### src/rtl/frame_mem_pkg.sv
// Shared definitions for the frame-buffer port-A arbiter: default widths,
// starvation limit and the read-tag owner encoding.
package frame_mem_pkg;

   localparam int AW_DEF         = 16;
   localparam int DW_DEF         = 16;
   localparam int RD_LAT_DEF     = 1;
   localparam int STARVE_MAX_DEF = 4;

   localparam logic OWN_VID = 1'b0;
   localparam logic OWN_GM  = 1'b1;

   typedef struct packed {
      logic valid;
      logic owner;
   } rd_tag_t;

endpackage

### src/rtl/rd_tag_pipe.sv
// Shift register carrying {valid, owner} alongside an outstanding block-RAM
// read so the returning data can be steered to the requester that issued it.
module rd_tag_pipe
   import frame_mem_pkg::*;
#(
   parameter int DEPTH = 2
) (
   input  logic    clk,
   input  logic    rst_n,
   input  rd_tag_t i_tag,
   output rd_tag_t o_tag
);

   rd_tag_t r_stage [DEPTH];

   always_ff @(posedge clk or negedge rst_n) begin
      if (!rst_n) begin
         for (int i = 0; i < DEPTH; i++) begin
            r_stage[i] <= '0;
         end
      end else begin
         r_stage[0] <= i_tag;
         for (int i = 1; i < DEPTH; i++) begin
            r_stage[i] <= r_stage[i-1];
         end
      end
   end

   assign o_tag = r_stage[DEPTH-1];

endmodule

### src/rtl/frame_mem_arbiter.sv
// Shares block-RAM port A between the video scan reader (priority) and the
// game logic, with a starvation counter that forces periodic game slots.
module frame_mem_arbiter
   import frame_mem_pkg::*;
#(
   parameter int AW         = AW_DEF,
   parameter int DW         = DW_DEF,
   parameter int RD_LAT     = RD_LAT_DEF,
   parameter int STARVE_MAX = STARVE_MAX_DEF
) (
   input  logic          clk,
   input  logic          reset,
   input  logic          vid_req,
   input  logic [AW-1:0] vid_addr,
   output logic          vid_gnt,
   output logic          vid_rvalid,
   output logic [DW-1:0] vid_rdata,
   input  logic          gm_req,
   input  logic          gm_we,
   input  logic [AW-1:0] gm_addr,
   input  logic [DW-1:0] gm_wdata,
   output logic          gm_gnt,
   output logic          gm_rvalid,
   output logic [DW-1:0] gm_rdata,
   output logic          gm_forced,
   output logic          mem_en,
   output logic          mem_we,
   output logic [AW-1:0] mem_addr,
   output logic [DW-1:0] mem_din,
   input  logic [DW-1:0] mem_dout
);

   localparam int              CW    = $clog2(STARVE_MAX + 1);
   localparam logic [CW-1:0]   C_MAX = CW'(STARVE_MAX);

   logic [CW-1:0] r_starveCnt;
   logic          r_memEn;
   logic          r_memWe;
   logic [AW-1:0] r_memAddr;
   logic [DW-1:0] r_memDin;
   logic [DW-1:0] r_vidHold;
   logic [DW-1:0] r_gmHold;

   logic          w_starved;
   logic          w_vidGnt;
   logic          w_gmGnt;
   logic          w_vidRvalid;
   logic          w_gmRvalid;
   rd_tag_t       w_tagIn;
   rd_tag_t       w_tagOut;

   // Grants are gated by reset so nothing is accepted while the block is held.
   assign w_starved = (r_starveCnt == C_MAX);
   assign w_gmGnt   = reset & gm_req & (~vid_req | w_starved);
   assign w_vidGnt  = reset & vid_req & ~w_gmGnt;

   assign vid_gnt   = w_vidGnt;
   assign gm_gnt    = w_gmGnt;
   assign gm_forced = w_gmGnt & vid_req;

   always_ff @(posedge clk or negedge reset) begin
      if (!reset) begin
         r_starveCnt <= '0;
      end else if (!gm_req || w_gmGnt) begin
         r_starveCnt <= '0;
      end else if (w_vidGnt && !w_starved) begin
         r_starveCnt <= r_starveCnt + CW'(1);
      end
   end

   always_ff @(posedge clk or negedge reset) begin
      if (!reset) begin
         r_memEn   <= 1'b0;
         r_memWe   <= 1'b0;
         r_memAddr <= '0;
         r_memDin  <= '0;
      end else begin
         r_memEn <= w_vidGnt | w_gmGnt;
         r_memWe <= w_gmGnt & gm_we;
         if (w_vidGnt) begin
            r_memAddr <= vid_addr;
         end else if (w_gmGnt) begin
            r_memAddr <= gm_addr;
         end
         if (w_gmGnt && gm_we) begin
            r_memDin <= gm_wdata;
         end
      end
   end

   assign mem_en   = r_memEn;
   assign mem_we   = r_memWe;
   assign mem_addr = r_memAddr;
   assign mem_din  = r_memDin;

   // Writes carry no tag, so they never produce a read-valid pulse.
   assign w_tagIn.valid = w_vidGnt | (w_gmGnt & ~gm_we);
   assign w_tagIn.owner = w_gmGnt ? OWN_GM : OWN_VID;

   rd_tag_pipe #(
      .DEPTH (RD_LAT + 1)
   ) u_tagPipe (
      .clk   (clk),
      .rst_n (reset),
      .i_tag (w_tagIn),
      .o_tag (w_tagOut)
   );

   assign w_vidRvalid = w_tagOut.valid & (w_tagOut.owner == OWN_VID);
   assign w_gmRvalid  = w_tagOut.valid & (w_tagOut.owner == OWN_GM);

   always_ff @(posedge clk or negedge reset) begin
      if (!reset) begin
         r_vidHold <= '0;
         r_gmHold  <= '0;
      end else begin
         if (w_vidRvalid) begin
            r_vidHold <= mem_dout;
         end
         if (w_gmRvalid) begin
            r_gmHold <= mem_dout;
         end
      end
   end

   assign vid_rvalid = w_vidRvalid;
   assign gm_rvalid  = w_gmRvalid;
   assign vid_rdata  = w_vidRvalid ? mem_dout : r_vidHold;
   assign gm_rdata   = w_gmRvalid  ? mem_dout : r_gmHold;

endmodule

### config.mk
export PLATFORM = sky130hd
export DESIGN_NAME = frame_mem_arbiter
export DESIGN_NICKNAME = d
export VERILOG_FILES = /design/src/rtl/frame_mem_pkg.sv /design/src/rtl/rd_tag_pipe.sv /design/src/rtl/frame_mem_arbiter.sv
export SDC_FILE = /design/constraint.sdc
export NUM_CORES = 1
export LEC_CHECK = 0
export ABC_AREA = 1
export BUFFER_PORTS_ARGS = -buffer_cell sky130_fd_sc_hd__buf_2
export CAP_MARGIN = 20
export CORE_MARGIN = 2
export CORE_UTILIZATION = 40
export CTS_CLUSTER_DIAMETER = 100
export DETAILED_ROUTE_END_ITERATION = 16
export PLACE_DENSITY = 0.71
export SLEW_MARGIN = 0
export SYNTH_ARGS = -nofsm -noshare
export SYNTH_HDL_FRONTEND = slang
export SYNTH_SLANG_ARGS = --single-unit
### constraint.sdc
create_clock -name clk -period 1.81 [get_ports clk]
set_clock_uncertainty 0.1 [all_clocks]
set_input_delay 0.362 -clock clk [delete_from_list [all_inputs] [get_ports clk]]
set_output_delay 0.362 -clock clk [all_outputs]
set_load 0.01 [all_outputs]
# == Yosys cells after proc, flatten, opt, wreduce, memory -nomap -nowiden ==
# Index checks and enable logic that the tools add are counted.
# classes
addsub,1
mux,7
n_reduce_logical,7
n_eq_ne,1
bitwise,16
# op_table
op,n
$mux W16,4
$and A1 B1 Y1,9
$mux W3,2
$not A1 Y1,4
$reduce_bool A2 Y1,2
$add A3 B1 Y3 const B,1
$eq A3 B3 Y1 const B,1
$or A1 B1 Y1,3
$logic_and A1 B1 Y1,2
$logic_not A1 Y1,2
$logic_or A1 B1 Y1,1
$mux W1,1
# word_totals
output_inout_bits,71
word_cells,43
in_bits,69
reg_bits,73

# == Longest topological paths before layout ==
# Gate-level depths: netlist of run 1.
# logic_depth
depth_word,8
depth_mapped,9
ltp_nobuf,8

# == Cells and area by module ==
# A second synthesis of run 1 with hierarchy kept.
# unflattened
cells_unflattened,316
area_unflattened_um2,2941.6
# modules_own_cells
mod,area_each_um2,n_inst,cells_per_inst
frame_mem_arbiter,2826.5,1,310
rd_tag_pipe,115.1,1,6

# == Worst setup path after synthesis of run 1 ==
# No wires, ideal clock.
# synth_timing
path_kind,register to output
start,register r_starveCnt[0]
end,output gm_forced
setup_slack_ns,0.141
required_time_ns,1.348
t_arrival_ns,1.207
path_stages_with_launch,8
n_path_buf,1
cell_sequence,dfrtp_1 > inv_1 > ha_1 > nand2_2 > nand2_2 > nand2_2 > buf_4 > nor2_1
# synth_via
elab_chain_cells,4
# synth_rtl
element,line,text
from (decl),frame_mem_arbiter.sv:36,logic [CW-1:0] r_starveCnt;
from (signal assigned),frame_mem_arbiter.sv:67,r_starveCnt <= r_starveCnt + CW'(1);
$eq A3 B3 Y1,frame_mem_arbiter.sv:53,assign w_starved = (r_starveCnt == C_MAX);
$or A1 B1 Y1,frame_mem_arbiter.sv:54,assign w_gmGnt = reset & gm_req & (~vid_req | w_starved);
$and A1 B1 Y1,frame_mem_arbiter.sv:54,
$and A1 B1 Y1,frame_mem_arbiter.sv:59,assign gm_forced = w_gmGnt & vid_req;
to (decl),frame_mem_arbiter.sv:25,"output logic gm_forced,"
# Every way passes these cells.

# == Worst setup path in the final report of run 1 ==
# layout_timing
start,"register u_tagPipe.r_stage, in the netlist u_tagPipe.o_tag[0]"
end,output vid_rdata[7]
# layout_via
elab_chain_cells,3
# layout_rtl
element,line,text
from (decl),rd_tag_pipe.sv:14,rd_tag_t r_stage [DEPTH];
"from (signal, indexed assignment)",rd_tag_pipe.sv:24,r_stage[i] <= r_stage[i-1];
$not A1 Y1,frame_mem_arbiter.sv:109,assign w_vidRvalid = w_tagOut.valid & (w_tagOut.owner == OWN_VID);
$and A1 B1 Y1,frame_mem_arbiter.sv:109,
$mux W16,-,
to (decl),frame_mem_arbiter.sv:17,"output logic [DW-1:0] vid_rdata,"
# Every way passes these cells.

==> results of run 1 <==
[worst max-delay path, stage by stage, from the launching register on]
cell       delay [ns]
dfrtp_1          0.37
or2_4            0.29
clkbuf_16        0.18
o21ai_2          0.14
buf_2            0.15
[per-stage QoR]
stage,power (µW),cells,hold WS (ns),setup TNS (ns),worst slack (ns)
6_report,4110,575,0.126,-1.53,-0.122
5_1_grt,4370,575,0.110,-4.68,-0.210
4_1_cts,4060,566,0.103,-2.00,-0.121
3_5_place_dp,2950,546,0.107,0,0.220
3_3_place_gp,2920,546,0.105,0,0.257
2_1_floorplan,2480,314,-0.0336,0,0.141
[cell type report]
type	count	area (µm²)	area share [%]
clock inverter	1	5.00	0.119
inverter	27	106	2.52
multi-input combinational	201	1060	25.2
clock buffer	12	145	3.44
timing repair buffer	162	947	22.5
tap	99	124	2.94
sequential	73	1830	43.3
[how the worst max path moves through the flow]
stage,end,from,cells past startpoint,slack (ns)
final,vid_rdata[7],u_tagPipe.o_tag[0],4,-0.12
after floorplan,gm_forced,r_starveCnt[0],7,0.14
after global placement,u_tagPipe.r_stage[3],r_starveCnt[0],7,0.26
after CTS,vid_rdata[2],u_tagPipe.o_tag[0],4,-0.12
after global routing,vid_rdata[7],u_tagPipe.o_tag[0],5,-0.21
after detailed placement,mem_din[12],r_starveCnt[0],8,0.22
[metal layers]
metal	wire [µm]	GRT usage, %
met5	0	0
met3	549	5.63
met2	3820	29.6
met4	78	7.73
met1	3380	23.5
[cells by family after synthesis]
group,count (synthesis)
buffers and inverters,40
AO/OA/AOI/OAI,35
AND/OR/NAND/NOR,163
flip-flops,73
adder cells (fa/ha/maj),2
XOR/XNOR,1
[power by group]
group / internal, µW / leakage, µW / switching (µW) / total [µW]
Clock: 512 / 0.0000782 / 529 / 1040
Combinational: 459 / 0.00138 / 601 / 1060
Sequential: 1900 / 0.000910 / 114 / 2010
Total: 2870 / 0.00237 / 1240 / 4110
[cells in the final DEF, fill, tap and decap left out, drive strengths merged]
master       synthesis  layout
buf                  9     159
or2                  1       1
clkinv               0       1
nand3               34      34
o21ai               34      34
a21oi                1       1
dlygate4sd3          0       2
clkbuf               4      13
nand2              123     123
ha                   2       2
xor2                 1       1
nor2                 5       5
inv                 27      27
dfrtp               73      73
[sequential cells by signal (all words and copies together) (netlist names)]
signal	flops
mem_we	1
mem_en	1
r_starveCnt	3
u_tagPipe.r_stage	2
mem_din	16
mem_addr	16
u_tagPipe.o_tag	2
r_vidHold	16
r_gmHold	16
[cells in the mapped netlist]
library cell    n
nand2_1       119
dfrtp_1        73
nand3_1        33
inv_1          24
o21ai_0        18
o21ai_1        16
buf_4           4
clkbuf_1        4
nand2_2         4
nor2_1          4
buf_2           3
ha_1            2
inv_4           2
a21oi_4         1
buf_6           1
buf_8           1
inv_2           1
nand3_4         1
nor2_4          1
or2_1           1
xor2_1          1
[what timing repair did]
action,CTS,global route
gates resized for setup,30,27
pin swaps,3,4
endpoints found under the hold margin,19,0
buffers inserted,5,7
hold buffers,2,0
cloned,0,2
endpoints found under the setup margin,35,36
==> summary.md, run 1 <==
| Metric | Value |
|---|---|
| Post-synthesis xor/xnor area fraction | 0.299% |
| Port bufs | 139 |
| Die area | 0.00802 mm² |
| Worst reg2reg startpoint | r_starveCnt[0] |
| GRT Overall Usage | 18.5% |
| Syn_nets | 385 |
| HP Class | input pin to flop |
| Multiplexer share of the synthesized area | 0% |
| Routed WL | 7.83 mm |
| H-Tree Depth | 3 |
| WS Path Type | flop to primary output |
| Core box area | 0.00718 mm² |
| TritonCTS Buffers | 9 |
| Die H | 89.5 µm |
| Seq/Total Area, Yosys | 62.4% |
| Cell Area, Synth | 0.00293 mm² |
| Placed instance area | 0.00374 mm² |
| WP data required | 1.35 ns |
| Setup violators final | 22 |
| Maximum clock frequency | 518 MHz |
| ANT cells | 0 |
| First-pass GRT wire length | 11.2 mm |
| Failing checks | setup timing |
| Syn-to-layout area delta | 44.1% |
| Worst r2r dst | mem_din[12] |
| Tcrit/Tclk final | 107% |
| Simple-gate portion of the synthesized area | 23.5% |
| Startpoint types | flop |
| Vias per inst | 4.67 |
| Post-DP HPWL | 5.07 mm |
| Synth top area share | 62.4% |
| Max-cap violation count | 0 |
| Hold wc startpoint | gm_wdata[2] |
| Leakage power | 0.00237 µW |
| IO Count | 140 |
| FF+latch count, synth | 73 |
| CTS root buf | clkbuf_8 |
| CTS clk-pin slew, worst paths | 0.07 ns |
| Post-route DRC | 0 |
| Post-Syn Instances | 314 |
| Post-route cell area | 0.00422 mm² |
| Clock Latency Late Sink | 0.33 ns |
| R2R Setup Slk | 0.13 ns |
| Tightest Pin Transition | 0.679 ns |
| Final nets | 545 |
| Compound-gate portion of the synthesized area | 6.37% |
| Clock sinks | 73 |
| Final setup margin | -0.122 ns |
| Maximum clock path buffer count | 2 |
| Drt pass-1 iters | 4 |
| Synth warn | 0 |
| Worst Hold Depth | 3 |
| Final ANT Viol Nets | 0 |
| Synth Area in Adders | 0.855% |
| DRT iter0 DRCs | 62 |
| Final Core Density | 58.8% |
| GPL Wtd Cong | 0.708 |
| Ranking of synthesized cells by area | dfrtp_1 62%, nand2_1 15%, nand3_1 5.6% |
| Vias in the first global route | 2,483 |
| Reg2reg path depth | 10 |
| Crit Path Max Fanout | 8 |
| Min cycle time layout | 1.93 ns |
| Rows | 31 |
| Crit path capture type | primary output |
| Initial antenna violation count | 0 |
| Die W | 89.5 µm |
| Largest net degree at the start of global routing | 55 |
| PwrDens | 976 mW/mm² |
| Mean Syn Cell Area | 9.32 µm² |
| Leading area contributor after synthesis | dfrtp_1 |
| Worst rel slew slack | 54.7% |
| Distinct cells, synth | 21 |
| Initial Utilization | 40.8% |
| VDD IR max | 0.000361 V |
| Final hold vios | 0 |
| Overflow after GRT | 0 |
| CTS tree | yes |
| Drt wl/cell | 13.6 µm |
| Fin. max-slew vios | 0 |
| Main combinational cell family by area after synthesis | simple AND/OR/NAND/NOR gates |
| Layout cells sized above 1 | 45.2% |
| Fillcell total | 646 |
| Status | complete, but fails checks |
| Unrepaired setup endpoints after global routing | true |
| Via count | 2,688 |
| Worst Hold Path EP | mem_din[2] |
| Critical Path AT | 1.47 ns |
Note: power is estimated with default switching activity, not from simulation.
==> run 2: changes to the inputs <==
--- a/config.mk
+++ b/config.mk
@@ -13,6 +13,7 @@
 export CTS_CLUSTER_DIAMETER = 100
 export DETAILED_ROUTE_END_ITERATION = 16
 export PLACE_DENSITY = 0.71
+export RECOVER_POWER = 50
 export SLEW_MARGIN = 0
 export SYNTH_ARGS = -nofsm -noshare
 export SYNTH_HDL_FRONTEND = slang
==> run 2 against run 1 <==
  * The run still ends with setup timing left
  * Count of clock-buffer cells in the layout did not move
  * Cell count did not move
  * Maximum frequency barely moved
  * Utilization fell by 0.38 points
  * Power fell by 0.55%
  * Clock power barely moved
  * First-iteration DRC count rose by 4.8%
  * Final area fell by 0.65%
  * Sequential power barely moved
  * Critical path depth did not move
  * Critical path type unchanged
==> summary.md, run 2 (synthesis results as in run 1) <==
| Metric | Value |
|---|---|
| Status | complete, but fails checks |
| Failing checks | setup timing |
| Maximum clock frequency | 518 MHz (about the same) |
| Critical Path AT | 1.47 ns (about the same) |
| First-pass GRT wire length | 11.2 mm (unchanged) |
| GPL Wtd Cong | 0.708 (unchanged) |
| TritonCTS Buffers | 9 (unchanged) |
| WS Path Type | flop to primary output |
| Placed instance area | 0.00374 mm² (unchanged) |
| Worst reg2reg startpoint | r_starveCnt[0] |
| DRT iter0 DRCs | 65 (+4.8%) |
| Port bufs | 139 (unchanged) |
| Via count | 2,685 (-0.11%) |
| Tightest Pin Transition | 0.744 ns (+0.0653 ns) |
| Final hold vios | 0 (unchanged) |
| Clock sinks | 73 (unchanged) |
| Max-cap violation count | 0 (unchanged) |
| Drt pass-1 iters | 4 (unchanged) |
| Vias in the first global route | 2,483 (unchanged) |
| GRT Overall Usage | 18.5% (unchanged) |
| WP data required | 1.35 ns (about the same) |
| Core box area | 0.00718 mm² (unchanged) |
| CTS root buf | clkbuf_8 |
| Leakage power | 0.00235 µW (-0.59%) |
| Maximum clock path buffer count | 2 (unchanged) |
| Final nets | 545 (unchanged) |
| Die H | 89.5 µm (unchanged) |
| Routed WL | 7.80 mm (-0.33%) |
| Layout cells sized above 1 | 43.9% (-1.3 points) |
| Initial Utilization | 40.8% (unchanged) |
| Fin. max-slew vios | 0 (unchanged) |
| Post-route cell area | 0.00419 mm² (-0.65%) |
| PwrDens | 977 mW/mm² (about the same) |
| Die area | 0.00802 mm² (unchanged) |
| H-Tree Depth | 3 (unchanged) |
| Vias per inst | 4.67 (-0.11%) |
| Commonest non-fill, non-tap cell in the layout | buf_2 |
| Worst rel slew slack | 50.3% (-4.4 points) |
| Die W | 89.5 µm (unchanged) |
| Setup violators final | 20 (-9.1%) |
| Final ANT Viol Nets | 0 (unchanged) |
| Tcrit/Tclk final | 107% (about the same) |
| VDD IR max | 0.000359 V (-0.56%) |
| HP Class | input pin to flop |
| Drt wl/cell | 13.6 µm (-0.33%) |
| Dpl ws | 0.220 ns (unchanged) |
| Pwr Total | 4090 µW (-0.55%) |
| Final setup margin | -0.122 ns (+0.000470 ns) |
| Rows | 31 (unchanged) |
| Min cycle time layout | 1.93 ns (-0.000470 ns) |
| Largest net degree at the start of global routing | 55 (unchanged) |
| Syn-to-layout area delta | 43.1% |
| Unrepaired setup endpoints after global routing | true |
| Clock Latency Late Sink | 0.33 ns (about the same) |
| Crit Path Max Fanout | 8 (unchanged) |
| Commonest cells after routing, fill and taps aside | 134 x buf_2, 111 x nand2_1, 73 x dfrtp_1 |
| Overflow after GRT | 0 (unchanged) |
| ANT cells | 0 (unchanged) |
| Hold wc startpoint | gm_wdata[2] |
| Initial antenna violation count | 0 (unchanged) |
| Post-route DRC | 0 (unchanged) |
| Post-DP HPWL | 5.07 mm (unchanged) |
| Crit path launch | u_tagPipe.o_tag[0] |
| CTS clk-pin slew, worst paths | 0.07 ns (about the same) |
| IO Count | 140 (unchanged) |
| CTS tree | yes |
| Startpoint types | flop |
| Crit path capture type | primary output |
[run 2: final timing paths]
kind | slack, ns | end | cells after the start
max in group asynchronous | 0.43 | mem_addr[12] | 3
setup / recovery | -0.12 | vid_rdata[7] | 4
min in group asynchronous | 0.45 | r_gmHold[8] | 3
setup reg to reg | 0.13 | mem_din[12] | 10
hold / removal | 0.13 | mem_din[2] | 3
hold reg to reg | 0.25 | u_tagPipe.o_tag[1] | 0
[run 2: cell type report]
type,instances,area [µm²]
fill,650,2990
sequential,73,1830
inverter,27,106
clock buffer,12,145
tap,99,124
clock inverter,1,5.00
multi-input combinational,201,1040
timing repair buffer,162,940
[run 2: worst max-delay path, stage by stage, from the launching register on]
cell and delay [ns]:
dfrtp_1 0.37, or2_4 0.29, clkbuf_16 0.18, o21ai_2 0.15, buf_2 0.15
[run 2: routing by layer]
metal  vias up  routed length (µm)  track usage, %
met5         -                   0               0
met4         0                  68            7.73
met3         7                 543            5.63
met2       110                3830            29.6
met1      1261                3370            23.5
li1       1307                   -               -
[run 2: stage by stage]
stage | TNS (ns) | hold slack (ns) | utilization [%] | instances
detailed placement | 0 | 0.107 | 52.1 | 546
global route | -4.89 | 0.110 | 58.4 | 575
finish | -1.58 | 0.127 | 58.4 | 575
CTS | -2.00 | 0.103 | 56.2 | 566
floorplan | 0 | -0.0336 | - | 314
global placement | 0 | 0.105 | 52.1 | 546
[run 2: report_power, final]
part | leakage, µW | internal [µW] | total [µW] | switching, µW
Combinational | 0.00136 | 447 | 1040 | 592
Clock | 0.0000782 | 512 | 1040 | 526
Sequential | 0.000910 | 1900 | 2010 | 115
[run 2: what timing repair did]
| item | in CTS | in global routing |
|---|---|---|
| resized for setup | 30 | 27 |
| endpoints found under the setup margin | 35 | 36 |
| cloned | 0 | 2 |
| endpoints found under the hold margin | 19 | 0 |
| pin swaps | 3 | 4 |
| buffers inserted | 5 | 7 |
| hold buffers | 2 | 0 |
